--- src/rtl/can_access_arbiter_pkg.sv ---
// Shared definitions for the Canakari access arbiter and both requesting state machines:
// op codes, one-hot state/debug codes and op decode helpers.
package can_access_arbiter_pkg;

  localparam logic [1:0] OP_READ    = 2'b00;
  localparam logic [1:0] OP_WRITE   = 2'b01;
  localparam logic [1:0] OP_SEND    = 2'b10;
  localparam logic [1:0] OP_RST_IRQ = 2'b11;

  // State values double as the statedeb debug codes.
  typedef enum logic [7:0] {
    ST_IDLE      = 8'h01,
    ST_GRANT     = 8'h02,
    ST_ISSUE     = 8'h04,
    ST_WAIT_DONE = 8'h08,
    ST_RELEASE   = 8'h10,
    ST_ABORT     = 8'h20
  } arb_state_e;

  // Command vector order: {start_read, start_write, send_mes, reset_irq_can}.
  function automatic logic [3:0] op_to_cmd(input logic [1:0] op);
    logic [3:0] cmd;
    case (op)
      OP_READ:    cmd = 4'b1000;
      OP_WRITE:   cmd = 4'b0100;
      OP_SEND:    cmd = 4'b0010;
      OP_RST_IRQ: cmd = 4'b0001;
      default:    cmd = 4'b0000;
    endcase
    return cmd;
  endfunction

  function automatic logic op_complete(input logic [1:0] op, input logic end_read,
                                       input logic end_write, input logic end_send,
                                       input logic rst_done);
    logic hit;
    case (op)
      OP_READ:    hit = end_read;
      OP_WRITE:   hit = end_write;
      OP_SEND:    hit = end_send;
      OP_RST_IRQ: hit = rst_done;
      default:    hit = 1'b0;
    endcase
    return hit;
  endfunction

endpackage

--- src/rtl/can_access_arbiter_timeout_counter.sv ---
// WAIT_DONE watchdog counter: cleared outside WAIT_DONE, counts while enabled and
// flags the cycle at which the count reaches TERMINAL-1.
module arb_timeout_counter #(
  parameter logic [31:0] TERMINAL = 32'd1000000
) (
  input  logic clk,
  input  logic rst,
  input  logic i_en,
  input  logic i_clr,
  output logic o_tc
);

  logic [31:0] r_count;

  always_ff @(posedge clk or posedge rst) begin
    if (rst) begin
      r_count <= 32'd0;
    end else if (i_clr) begin
      r_count <= 32'd0;
    end else if (i_en) begin
      r_count <= r_count + 32'd1;
    end else begin
      r_count <= r_count;
    end
  end

  assign o_tc = i_en && (r_count == (TERMINAL - 32'd1));

endmodule

--- src/rtl/can_access_arbiter.sv ---
// Grants the Canakari interface to the main or trim state machine, one operation at a time.
// Optional watchdog abort of stuck operations is built when ARB_TIMEOUT_EN is defined.
module can_access_arbiter
  import can_access_arbiter_pkg::*;
#(
  parameter logic [31:0] TIMEOUT_CYCLES = 32'd1000000
) (
  input  logic       clk,
  input  logic       rst,
  input  logic       req_main,
  input  logic       req_trim,
  input  logic       osc_trim_mode,
  input  logic       go_main,
  input  logic       go_trim,
  input  logic [1:0] op_main,
  input  logic [1:0] op_trim,
  input  logic       end_read,
  input  logic       end_write,
  input  logic       end_send,
  input  logic       reset_irq_can_done,
  output logic       gnt_main,
  output logic       gnt_trim,
  output logic       start_read,
  output logic       start_write,
  output logic       send_mes,
  output logic       reset_irq_can,
  output logic       done_main,
  output logic       done_trim,
  output logic       abort_arb,
  output logic       timeout_err,
  output logic       busy,
  output logic [7:0] statedeb
);

  arb_state_e r_state, w_next_state;
  logic       r_owner_trim, w_next_owner_trim;
  logic       r_last_trim, w_next_last_trim;
  logic [1:0] r_op, w_next_op;
  logic       r_gnt_main, r_gnt_trim, r_done_main, r_done_trim, r_busy;
  logic [3:0] r_cmd, w_cmd;
  logic       w_done, w_abort, w_granted, w_tc;
  logic       w_owner_req, w_owner_go;
  logic [1:0] w_owner_op;

  assign w_owner_req = r_owner_trim ? req_trim : req_main;
  assign w_owner_go  = r_owner_trim ? go_trim  : go_main;
  assign w_owner_op  = r_owner_trim ? op_trim  : op_main;

`ifdef ARB_TIMEOUT_EN
  logic r_abort, r_timeout_err;

  arb_timeout_counter #(.TERMINAL(TIMEOUT_CYCLES)) u_timeout (
    .clk  (clk),
    .rst  (rst),
    .i_en (r_state == ST_WAIT_DONE),
    .i_clr(r_state != ST_WAIT_DONE),
    .o_tc (w_tc)
  );

  always_ff @(posedge clk or posedge rst) begin
    if (rst) begin
      r_abort       <= 1'b0;
      r_timeout_err <= 1'b0;
    end else begin
      r_abort       <= w_abort;
      r_timeout_err <= w_abort;
    end
  end

  assign abort_arb   = r_abort;
  assign timeout_err = r_timeout_err;
`else
  logic w_unused;

  assign w_tc        = 1'b0;
  assign abort_arb   = 1'b0;
  assign timeout_err = 1'b0;
  assign w_unused    = w_abort ^ (^TIMEOUT_CYCLES);
`endif

  always_ff @(posedge clk or posedge rst) begin
    if (rst) begin
      r_state      <= ST_IDLE;
      r_owner_trim <= 1'b0;
      r_last_trim  <= 1'b1;
      r_op         <= OP_READ;
      r_gnt_main   <= 1'b0;
      r_gnt_trim   <= 1'b0;
      r_cmd        <= 4'b0000;
      r_done_main  <= 1'b0;
      r_done_trim  <= 1'b0;
      r_busy       <= 1'b0;
    end else begin
      r_state      <= w_next_state;
      r_owner_trim <= w_next_owner_trim;
      r_last_trim  <= w_next_last_trim;
      r_op         <= w_next_op;
      r_gnt_main   <= w_granted & ~w_next_owner_trim;
      r_gnt_trim   <= w_granted & w_next_owner_trim;
      r_cmd        <= w_cmd;
      r_done_main  <= w_done & ~r_owner_trim;
      r_done_trim  <= w_done & r_owner_trim;
      r_busy       <= (w_next_state != ST_IDLE);
    end
  end

  always_comb begin
    w_next_state      = r_state;
    w_next_owner_trim = r_owner_trim;
    w_next_last_trim  = r_last_trim;
    w_next_op         = r_op;
    w_done            = 1'b0;
    w_abort           = 1'b0;
    case (r_state)
      ST_IDLE: begin
        // Contention: trim mode forces trim, otherwise whoever was not granted last.
        if (req_main && req_trim) begin
          w_next_owner_trim = osc_trim_mode ? 1'b1 : ~r_last_trim;
          w_next_state      = ST_GRANT;
        end else if (req_main || req_trim) begin
          w_next_owner_trim = req_trim;
          w_next_state      = ST_GRANT;
        end else begin
          w_next_state = ST_IDLE;
        end
      end
      ST_GRANT: begin
        if (w_owner_go) begin
          w_next_op    = w_owner_op;
          w_next_state = ST_ISSUE;
        end else if (!w_owner_req) begin
          w_next_state = ST_RELEASE;
        end else begin
          w_next_state = ST_GRANT;
        end
      end
      ST_ISSUE: begin
        w_next_state = ST_WAIT_DONE;
      end
      ST_WAIT_DONE: begin
        // A completion on the terminal-count cycle takes precedence over the abort.
        if (op_complete(r_op, end_read, end_write, end_send, reset_irq_can_done)) begin
          w_done       = 1'b1;
          w_next_state = ST_GRANT;
        end else if (w_tc) begin
          w_done       = 1'b1;
          w_abort      = 1'b1;
          w_next_state = ST_ABORT;
        end else begin
          w_next_state = ST_WAIT_DONE;
        end
      end
      ST_ABORT: begin
        w_next_state = ST_GRANT;
      end
      ST_RELEASE: begin
        w_next_last_trim = r_owner_trim;
        w_next_state     = ST_IDLE;
      end
      default: begin
        w_next_state = ST_IDLE;
      end
    endcase
  end

  always_comb begin
    w_cmd     = 4'b0000;
    w_granted = 1'b0;
    if (w_next_state == ST_ISSUE) begin
      w_cmd = op_to_cmd(w_next_op);
    end else begin
      w_cmd = 4'b0000;
    end
    if ((w_next_state == ST_IDLE) || (w_next_state == ST_RELEASE)) begin
      w_granted = 1'b0;
    end else begin
      w_granted = 1'b1;
    end
  end

  assign gnt_main      = r_gnt_main;
  assign gnt_trim      = r_gnt_trim;
  assign start_read    = r_cmd[3];
  assign start_write   = r_cmd[2];
  assign send_mes      = r_cmd[1];
  assign reset_irq_can = r_cmd[0];
  assign done_main     = r_done_main;
  assign done_trim     = r_done_trim;
  assign busy          = r_busy;
  assign statedeb      = r_state;

endmodule

--- config.mk ---
export PLATFORM = sky130hd
export DESIGN_NAME = can_access_arbiter
export DESIGN_NICKNAME = d
export VERILOG_FILES = /design/src/rtl/can_access_arbiter_pkg.sv /design/src/rtl/can_access_arbiter_timeout_counter.sv /design/src/rtl/can_access_arbiter.sv
export SDC_FILE = /design/constraint.sdc
export NUM_CORES = 1
export LEC_CHECK = 0
export CAP_MARGIN = 10
export CORE_MARGIN = 3
export CORE_UTILIZATION = 35
export DETAILED_ROUTE_END_ITERATION = 8
export DONT_BUFFER_PORTS = 1
export PLACE_DENSITY = 0.46
export SLEW_MARGIN = 20
export SYNTH_ARGS = -nofsm -noshare
export SYNTH_HDL_FRONTEND = slang
export SYNTH_SLANG_ARGS = --single-unit
--- constraint.sdc ---
create_clock -name clk -period 3 [get_ports clk]
set_input_delay 0.3 -clock clk [delete_from_list [all_inputs] [get_ports clk]]
set_output_delay 0.3 -clock clk [all_outputs]
set_load 0.1 [all_outputs]
==> qor.yml, run 1 <==
status:
  result_of_the_run: "finished, final reports clean"
routing:
  via_count: 616
  drt_pre_antenna_iters: 4
  remaining_drc_errors: 0
  vias_per_cell: 5.22
  wire_per_inst_um: 15.3
  detailed_route_wire_length_um: 1800
  drt_iter0_drc: 19
  detail-route-antenna-nets: 0
global_route:
  antenna_found_initial: 0
  total_gr_overflow: 0
  first_global_vias: 602
  grt_pass1_wl_um: 3030
  grt_usage_pct: 12.5
  grt_max_degree: 19
die:
  die_x_um: 57.0
  die-area_um2: 3250
  core_um2: 2340
  die_h_um: 57.0
  io-pin-count: 34
  starting_utilization_of_the_core_area_pct: 38.9
  row_count: 17
final_layout:
  layout.cell_area.non_filler_um2: 958
  antenna_cells: 0
  final_nets: 107
  final_layout_size_suffix_gt1_share_pct: 20.0
  flow.area_growth_from_synthesis_pct: 5.22
  fillCellCount: 247
power_and_ir_drop:
  share_comb_of_total_power_pct: 33.5
  total_switching_power_uw: 578
  clkPwrFrac_pct: 10.9
  ir_worst_vdd_mv: 0.505
  p_seq_share_pct: 55.6
  p_leak_uw: 0.000449
  power_density_nw_per_um2: 1130
  internal_power_uw: 500
  switching_share_pct: 53.6
sta:
  fin_setup_tns_ps: 0
  final_min_period_over_clock_period_pct: 64.2
  relSlewSlack_pct: 32.2
  maxSlewViolCount: 0
  finalWorstPathRequiredPeriod_ps: 1930
  clock_skew_ps: 1.03
  grt_setup_unrepaired: "no"
  timing_hold_violations_final: 0
  worstMarginPinSlew_ps: 1020
  max_frequency_mhz: 519
  setup_viol: 0
setup_path:
  worstSetupEndpointType: "flip-flop"
  critical_path_class: "flip-flop to flip-flop"
  cp-start-kind: "flip-flop"
  critical_path_required_ps: 3220
  path_max_fanout: 5
  crit_arrival_ps: 2140
clocking:
  cts_hold_repair.buffers: 1
  postCtsSetupRepairBufs: 0
  clockBufferDepth: 2
  cts_made_buffers: 3
  tritoncts_num_sinks: 18
  clock_transition_at_path_regs_ps: 100
  clk_latency_worst_skew_pair_ps: 290
  post_cts.resized_instances: 0
  clock_tree_from_tritoncts: "done"
  clk_root_buffer_cell: "sky130_fd_sc_hd__clkbuf_4"
  htreeDepth: 1
yosys:
  synth.yosys.warnings: 0
  synthDistinctLibCells: 38
  synth_enable_flop_cells: 0
  synthDominantAreaCellType: "sky130_fd_sc_hd__dfrtp_1"
  synth_most_common_cell: "sky130_fd_sc_hd__dfrtp_1"
  synth_top_flop_cell: "sky130_fd_sc_hd__dfrtp_1"
  postSynthAreaPerCell_um2: 10.5
  postSynthCellCount: 87
  fraction_of_the_yosys_area_taken_by_sequential_cells_pct: 49.7
  asyncSetResetFlopFracSynth_pct: 100
  syn-cell-area_um2: 911
  synthTopCellsByArea: "sky130_fd_sc_hd__dfrtp_1, sky130_fd_sc_hd__dfstp_2, sky130_fd_sc_hd__buf_4, sky130_fd_sc_hd__nor2_1, sky130_fd_sc_hd__inv_1"
  yosys_register_bits: 18
  post-synth-top-area-fraction_pct: 44.0
  synth_commonest_cells: "sky130_fd_sc_hd__dfrtp_1, sky130_fd_sc_hd__nor2_1, sky130_fd_sc_hd__buf_4, sky130_fd_sc_hd__inv_1, sky130_fd_sc_hd__nand2_1"
placed_design:
  dp_hpwl_um: 1380
  globalplace.congestion: 0.754
  placed_cell_area_um2: 926
  io_buffer_count: 0
min_path:
  min_path_type: "primary input to flip-flop"
flow_run:
  drv.max_cap_violation_count: 0
-- path summary, 6_finish.rpt --
kind / start / endpoint / slack (ps) / cells past startpoint
worst max-delay path: statedeb[3] / gnt_trim / 1070 / 4
worst min-delay path: req_main / r_owner_trim / 120 / 1
worst max register to register: statedeb[3] / gnt_trim / 1070 / 4
worst min register to register: r_last_trim / r_last_trim / 500 / 2
max in group asynchronous: rst / r_cmd[2] / 2050 / 2
min in group asynchronous: rst / gnt_trim / 530 / 2
-- worst max-delay path: stages (launching register included) --
cell,delay (ps)
sky130_fd_sc_hd__dfrtp_1,1020
sky130_fd_sc_hd__and2b_2,300
sky130_fd_sc_hd__o21ai_1,60
sky130_fd_sc_hd__a31o_2,290
sky130_fd_sc_hd__nor3b_2,170
-- final cells by class --
class                           instances  area, µm²  area share, %
Sequential cell                        18        453           47.3
Multi-Input combinational cell         60        400           41.8
Tap cell                               28       35.0           3.66
Timing Repair Buffer                    3       25.0           2.61
Clock buffer                            3       22.5           2.35
Inverter                                6       22.5           2.35
-- layout by cell type (no fill, tap or decap), types with 2 or more instances in the layout --
cell type                  count
sky130_fd_sc_hd__nand3_1       2
sky130_fd_sc_hd__o21ai_0       3
sky130_fd_sc_hd__a21oi_1       2
sky130_fd_sc_hd__dfrtp_1      16
sky130_fd_sc_hd__clkbuf_4      3
sky130_fd_sc_hd__inv_1         6
sky130_fd_sc_hd__a31oi_1       3
sky130_fd_sc_hd__buf_4         2
sky130_fd_sc_hd__conb_1        5
sky130_fd_sc_hd__nor3_1        2
sky130_fd_sc_hd__dfstp_2       2
sky130_fd_sc_hd__nor2_1       10
sky130_fd_sc_hd__mux2i_1       2
sky130_fd_sc_hd__o21ai_1       3
sky130_fd_sc_hd__nand2_1       5
-- cells by family after synthesis --
| logic type | share of synthesized area (%) |
|---|---|
| other cells | 0.412 |
| flops | 49.7 |
| compound gates | 14.1 |
| mux | 4.67 |
| buf+inv | 7.97 |
| simple gates | 23.1 |
-- metal layers --
layer	track usage [%]	part of all wire (%)	vias to the layer above
met5	0	0	-
met4	3.97	0	0
met3	6.56	10	0
met2	18.4	44	28
met1	15.7	46	287
li1	-	-	301
-- state kept, by name, summed over array words and instances, names as in the netlist --
name	count
busy	1
gnt_main	1
gnt_trim	1
r_op	2
r_cmd	4
statedeb	5
done_trim	1
r_last_trim	1
r_owner_trim	1
done_main	1
-- stage by stage --
step	total power [µW]	instances	util (%)	hold slack [ps]	setup slack, ps
global route	1140	118	41.0	99.2	974
detailed placement	965	114	39.6	327	1080
finish	1080	118	41.0	124	1070
global placement	966	114	39.6	325	1100
CTS	1090	118	41.0	106	1060
floorplan	909	91	-	237	1190
-- power groups by stage --
| stage | clock network (µW) | logic (µW) | registers, µW |
|---|---|---|---|
| 4_1_cts | 126 | 362 | 601 |
| 5_1_grt | 138 | 392 | 614 |
| 6_report | 117 | 361 | 600 |
| 3_3_place_gp | 0 | 359 | 607 |
| 2_1_floorplan | 0 | 289 | 620 |
| 3_5_place_dp | 0 | 361 | 605 |
(Power assumes the default switching activity.)
==> run 2, diff against run 1 <==
Settings changed: ABC_AREA set to 1, PLACE_DENSITY 0.46 to 0.48.
Clock period 3 ns to 1.7 ns, I/O delays scaled along.
==> run 2 against run 1 <==
  * Power rose by 110%
  * Global-route usage shrank 0.89 points
  * Critical path depth is 3 lower
  * Highest routed layer is now met4
==> qor.yml, run 2 <==
status:
  result_of_the_run: "finished, final reports clean"
sta:
  timing_hold_violations_final: 0  # unchanged
  relSlewSlack_pct: 55.5  # +23 points
  grt_setup_unrepaired: "no"
  fin_setup_tns_ps: 0  # unchanged
  final_min_period_over_clock_period_pct: 79.7
  maxSlewViolCount: 0  # unchanged
  finalWorstPathRequiredPeriod_ps: 1360
  max_frequency_mhz: 738
  clock_skew_ps: 10.3  # +9.26 ps
  worstMarginPinSlew_ps: 666  # -350 ps
  setup_viol: 0  # unchanged
final_layout:
  antenna_cells: 0  # unchanged
  final_nets: 143  # +34%
  flow.area_growth_from_synthesis_pct: 15.9
  final_layout_size_suffix_gt1_share_pct: 33.1  # +13 points
  largest_reg_flops: 5  # unchanged
  layout_common_cells: "sky130_fd_sc_hd__nand2_1, sky130_fd_sc_hd__inv_1, sky130_fd_sc_hd__dfrtp_1, sky130_fd_sc_hd__buf_4, sky130_fd_sc_hd__nor2_1"
  layout.cells.most_common: "sky130_fd_sc_hd__nand2_1"
global_route:
  groute.layer.met3.usage_pct: 2.45  # -4.1 points
  grt.busiest_layer: "met1"
  grt_max_degree: 19  # unchanged
  globalRouteMet1Util_pct: 16.8  # +1.0 points
  first_global_vias: 677  # +12%
  grt_usage_pct: 11.6  # -0.89 points
  grt_util_met2_pct: 16.1  # -2.3 points
  antenna_found_initial: 0  # unchanged
  total_gr_overflow: 0  # unchanged
  grt_pass1_wl_um: 2950  # -2.5%
die:
  io-pin-count: 34  # unchanged
  die_h_um: 58.2  # +2.1%
  row_count: 18  # +1
  die_x_um: 58.2  # +2.1%
  core_um2: 2520  # +7.8%
  die-area_um2: 3390  # +4.2%
  starting_utilization_of_the_core_area_pct: 37.8  # -1.1 points
yosys:
  asyncSetResetFlopFracSynth_pct: 100  # unchanged
  synthDistinctLibCells: 20  # -47%
  postSynthAreaPerCell_um2: 8.67  # -17%
  synth.yosys.warnings: 0  # unchanged
  postSynthCellCount: 110  # +26%
  synth_commonest_cells: "sky130_fd_sc_hd__nand2_1, sky130_fd_sc_hd__dfrtp_1, sky130_fd_sc_hd__inv_1, sky130_fd_sc_hd__nor2_1, sky130_fd_sc_hd__o21ai_0"
  post-synth-top-area-fraction_pct: 42.0  # -2.0 points
  fraction_of_the_yosys_area_taken_by_sequential_cells_pct: 47.5  # -2.2 points
  synthTopCellsByArea: "sky130_fd_sc_hd__dfrtp_1, sky130_fd_sc_hd__nand2_1, sky130_fd_sc_hd__dfstp_2, sky130_fd_sc_hd__inv_1, sky130_fd_sc_hd__nor2_1"
  synth_top_flop_cell: "sky130_fd_sc_hd__dfrtp_1"
  yosys_register_bits: 18  # unchanged
  synthDominantAreaCellType: "sky130_fd_sc_hd__dfrtp_1"
  synth_enable_flop_cells: 0  # unchanged
  syn-cell-area_um2: 953  # +4.7%
  synth_most_common_cell: "sky130_fd_sc_hd__nand2_1"
clocking:
  tritoncts_num_sinks: 18  # unchanged
  clock_tree_from_tritoncts: "done"
  cts_made_buffers: 3  # unchanged
  clockBufferDepth: 2  # unchanged
  postCtsSetupRepairBufs: 0  # unchanged
  clk_root_buffer_cell: "sky130_fd_sc_hd__clkbuf_4"
  clock_transition_at_path_regs_ps: 90  # about the same
  htreeDepth: 1  # unchanged
  clk_latency_worst_skew_pair_ps: 290  # about the same
setup_path:
  crit_path_cell_trace: "buf_4"
  crit_path_top_delay_cell: "sky130_fd_sc_hd__dfstp_2"
  crit_arrival_ps: 1190  # -950 ps
  reg2regPathDepth: 7  # +3
  worst-path-buf-inv: 1  # +1
  path_max_fanout: 4  # -1
  worstSetupEndpoint: "statedeb[0]"
  cp-start-kind: "flip-flop"
  rr_startpoint: "statedeb[0]"
  critical_path_required_ps: 1530  # -1690 ps
  rr_endpoint: "gnt_main"
  crit_path_start: "statedeb[0]"
  critical_path_class: "flip-flop to primary output"
  rrSetupSlack_ps: 460  # -610 ps
  worstSetupEndpointType: "primary output"
  cp_depth: 1  # -3
  critPathTopFamily: "flip-flops"
  critPathMaxStageDelay_ps: 600  # -420 ps
power_and_ir_drop:
  power_density_nw_per_um2: 2060  # +83%
  p_leak_uw: 0.000552  # +23%
  power_uw: 2270  # +110%
  ir_worst_vdd_mv: 1.63  # +220%
routing:
  via_count: 732  # +19%
  drt_pre_antenna_iters: 4  # unchanged
  drt_iter0_drc: 18  # -1
  detail-route-antenna-nets: 0  # unchanged
  vias_per_cell: 4.66  # -11%
  remaining_drc_errors: 0  # unchanged
  wire_per_inst_um: 11.5  # -25%
  detailed_route_wire_length_um: 1800  # about the same
flow_run:
  drv.max_cap_violation_count: 0  # unchanged
placed_design:
  globalplace.congestion: 0.702  # -7.0%
  io_buffer_count: 0  # unchanged
  dp_hpwl_um: 1500  # +9.2%
min_path:
  min_path_type: "primary input to flip-flop"
run 2: changes by cell type in the layout (fill, tap and decap cells not counted), sizes merged, moves of 4 or more:
cell / change
inv: +12
buf: +12
o21ai: +6
a31oi: -4
nand2: +17
nor2: +10
nand3: +6
run 2: final cells by class:
type / count / area (µm²)
Clock buffer: 4 / 26.3
Fill cell: 261 / 1420
Inverter: 18 / 67.6
Multi-Input combinational cell: 72 / 403
Sequential cell: 18 / 455
Tap cell: 30 / 37.5
Timing Repair Buffer: 15 / 115
run 2: per-layer routing:
layer	share of wire (%)	wire, µm	up-vias
met5	0	0	-
met4	1.1	19	0
met3	8.7	157	2
met2	42	764	27
met1	48	861	333
li1	-	-	370
run 2: metrics by stage:
| stage | area (µm²) | utilization, % | cells | worst slack [ps] | hold WS, ps |
|---|---|---|---|---|---|
| after floorplan | 971 | - | 114 | 14.2 | 107 |
| after global placement | 1070 | 42.4 | 152 | 463 | 194 |
| after detailed placement | 1070 | 42.4 | 152 | 468 | 194 |
| after CTS | 1100 | 43.8 | 157 | 332 | 61.6 |
| after global routing | 1100 | 43.8 | 157 | 304 | 80.8 |
| final | 1100 | 43.8 | 157 | 345 | 64.5 |
run 2: worst min-delay path by stage:
stage | from | to | slack [ps] | cells after the start
6_report | req_main | statedeb[1] | 60 | 2
5_1_grt | req_main | statedeb[1] | 80 | 2
4_1_cts | req_main | statedeb[1] | 60 | 2
3_5_place_dp | rst | r_cmd[2] | 190 | 1
3_3_place_gp | rst | done_trim | 190 | 1
2_1_floorplan | rst | busy | 110 | 1
run 2: cell families (layout without fill, tap and decap cells):
family / count (synthesis) / after routing / share of synthesized area [%]
simple gates: 53 / 53 / 31.1
buf+inv: 24 / 37 / 11.8
flops: 18 / 18 / 47.5
compound gates: 14 / 14 / 9.19
other cells: 1 / 5 / 0.393
run 2: power by group:
group          internal (µW)  switching, µW  leakage [µW]
Clock                   91.0            124     0.0000150
Sequential               569            112      0.000231
Combinational            328           1050      0.000306
Total                    988           1290      0.000552
run 2: what timing repair did:
item / in CTS / in global routing
resized for setup: 0 / 0
hold buffers: 1 / 0
hold endpoints to repair: 16 / 0
==> run 3, diff against run 2 <==
Settings changed: PLACE_DENSITY 0.48 to 0.46.
Clock period 1.7 ns to 1.25 ns, I/O delays scaled along.
==> run 3 against run 2 <==
  * The flow now finishes with violations (setup timing)
  * Global-route usage up 1.6 points
  * Flip-flop and latch count unchanged
  * Power up 56%
  * Clock power up 68%
  * Routed wire length up 9.5%
  * Register-to-register slack worse by 530 ps
  * Utilization up 8.6 points
  * Clock skew down 5.3 ps
  * Die area unchanged
  * Sequential share of layout area down 5.5 points
  * Critical path type is now flip-flop to flip-flop
  * Critical endpoint is now r_cmd[1]
==> qor.yml, run 3 (synthesis results as in run 2) <==
status:
  result_of_the_run: "finished, violations left"
  violated_checks: "setup timing"
final_layout:
  antenna_cells: 0  # unchanged
  layout_common_cells: "sky130_fd_sc_hd__buf_4, sky130_fd_sc_hd__nand2_1, sky130_fd_sc_hd__inv_1"
  final_layout_size_suffix_gt1_share_pct: 46.0  # +13 points
  layout.cells.most_common: "sky130_fd_sc_hd__buf_4"
  flow.area_growth_from_synthesis_pct: 38.6
  layout.cell_area.non_filler_um2: 1320  # +20%
  largest_reg_flops: 5  # unchanged
  final_nets: 153  # +7.0%
sta:
  setup_viol: 8  # +8
  grt_setup_unrepaired: "yes"
  timing_hold_violations_final: 0  # unchanged
  hold-worst-slack_ps: 45.0  # -19.6 ps
  clock_skew_ps: 4.96  # -5.33 ps
  fin_setup_tns_ps: -345  # -345 ps
  finalWorstPathRequiredPeriod_ps: 1320
  final_min_period_over_clock_period_pct: 105
  max_frequency_mhz: 760
  maxSlewViolCount: 0  # unchanged
  setup_slack_ps: -66.3  # -411 ps
power_and_ir_drop:
  power_density_nw_per_um2: 2690  # +31%
  p_leak_uw: 0.000624  # +13%
  ir_worst_vdd_mv: 1.39  # -15%
flow_run:
  drv.max_cap_violation_count: 0  # unchanged
routing:
  routed_length_on_met2_um: 918  # +20%
  vias_per_cell: 4.51  # -3.3%
  wl_met3_um: 107  # -32%
  remaining_drc_errors: 0  # unchanged
  detail-route-antenna-nets: 0  # unchanged
  highest_layer: "met4"
  met1Wirelength_um: 903  # +4.9%
  drt_iter0_drc: 14  # -4
  detailed_route_wire_length_um: 1980  # +9.5%
  wire_per_inst_um: 11.8  # +3.0%
  drt_pre_antenna_iters: 4  # unchanged
  via_count: 753  # +2.9%
clocking:
  htreeDepth: 1  # unchanged
  cts_made_buffers: 3  # unchanged
  clk_root_buffer_cell: "sky130_fd_sc_hd__clkbuf_4"
  clk_latency_worst_skew_pair_ps: 290  # about the same
  clockBufferDepth: 2  # unchanged
  clock_tree_from_tritoncts: "done"
  tritoncts_num_sinks: 18  # unchanged
  clock_transition_at_path_regs_ps: 110  # +20 ps
global_route:
  grt_pass1_wl_um: 3340  # +13%
  first_global_vias: 772  # +14%
  antenna_found_initial: 0  # unchanged
  grt_usage_pct: 13.1  # +1.6 points
  grt_max_degree: 19  # unchanged
  total_gr_overflow: 0  # unchanged
min_path:
  min_path_type: "primary input to flip-flop"
  worstHoldStart: "op_trim[1]"
  holdPathEnd: "r_cmd[3]"
  cell_depth_of_the_worst_hold_path: 3  # +1
setup_path:
  crit_path_top_delay_cell: "sky130_fd_sc_hd__dfrtp_4"
  critPathMaxStageDelay_ps: 500  # -100 ps
  crit_path_cell_trace: "nor2_4, nand4_4, nor2_4, nand2_1, o21ai_2, nor2_1"
  worstSetupEndpointType: "flip-flop"
  critical_path_class: "flip-flop to flip-flop"
  path_max_fanout: 6  # +2
  cp_common_cell: "sky130_fd_sc_hd__nor2_4"
  critical_path_required_ps: 1450  # -80 ps
  crit_arrival_ps: 1510  # +320 ps
  reg2regPathDepth: 6  # -1
  rr_startpoint: "statedeb[3]"
  cp-start-kind: "flip-flop"
  rrSetupSlack_ps: -70  # -530 ps
  rr_endpoint: "r_cmd[1]"
die:
  starting_utilization_of_the_core_area_pct: 37.8  # unchanged
  row_count: 18  # unchanged
  core_um2: 2520  # unchanged
  die_h_um: 58.2  # unchanged
  io-pin-count: 34  # unchanged
  die-area_um2: 3390  # unchanged
  die_x_um: 58.2  # unchanged
placed_design:
  io_buffer_count: 0  # unchanged
  globalplace.congestion: 0.711  # +1.4%
  placed_cell_area_um2: 1140  # +6.4%
  dp_hpwl_um: 1510  # +0.62%
==> run 3: cell count changes in the layout (fill, tap and decap cells not counted), sizes merged <==
cell and change:
buf +8, dlygate4sd3 +2
==> run 3: report_power, final <==
| part | switching [µW] | total [µW] | internal (µW) |
|---|---|---|---|
| Combinational | 1540 | 2220 | 685 |
| Clock | 184 | 362 | 178 |
| Sequential | 172 | 973 | 801 |
==> run 3: final cells by class <==
cell class,count,area (µm²)
Clock buffer,4,36.3
Fill cell,243,1200
Inverter,18,72.6
Multi-Input combinational cell,72,463
Sequential cell,18,472
Tap cell,30,37.5
Timing Repair Buffer,25,240
==> run 3: per-layer routing <==
metal	up-vias	GRT usage [%]
li1	385	-
met2	22	20.8
met1	342	16.6
met5	-	0
met4	0	7.95
met3	4	2.45
==> run 3: repair_timing <==
action | 4_1_cts | 5_1_grt
pin swaps | 6 | 4
resized for setup | 12 | 11
endpoints found under the hold margin | 20 | 0
buffers inserted | 2 | 1
endpoints found under the setup margin | 12 | 19
hold buffers | 3 | 0
==> run 3: worst max-delay path: cells and delay by family (launching register included) <==
kind / cells / cell delay, ps
and+or+nand+nor: 5 / 640
AOI/OAI and AO/OA: 1 / 80
DFF: 1 / 500
==> run 3: worst max-delay path by stage <==
stage,start,endpoint,slack [ps]
after floorplan,statedeb[2],r_cmd[1],-150
after global routing,statedeb[3],r_cmd[1],-140
final,statedeb[3],r_cmd[1],-70
after detailed placement,statedeb[2],r_cmd[3],-70
after global placement,statedeb[2],r_cmd[3],-80
after CTS,statedeb[3],r_cmd[1],-80
==> run 3: through the flow <==
| step | setup WS (ps) | std cells | power (µW) | util, % |
|---|---|---|---|---|
| finish | -66.3 | 167 | 3560 | 52.4 |
| global placement | -76.5 | 157 | 2940 | 45.1 |
| floorplan | -148 | 114 | 2590 | - |
| detailed placement | -72.6 | 157 | 2950 | 45.1 |
| CTS | -78.3 | 166 | 3490 | 50.3 |
| global route | -140 | 167 | 3780 | 52.4 |
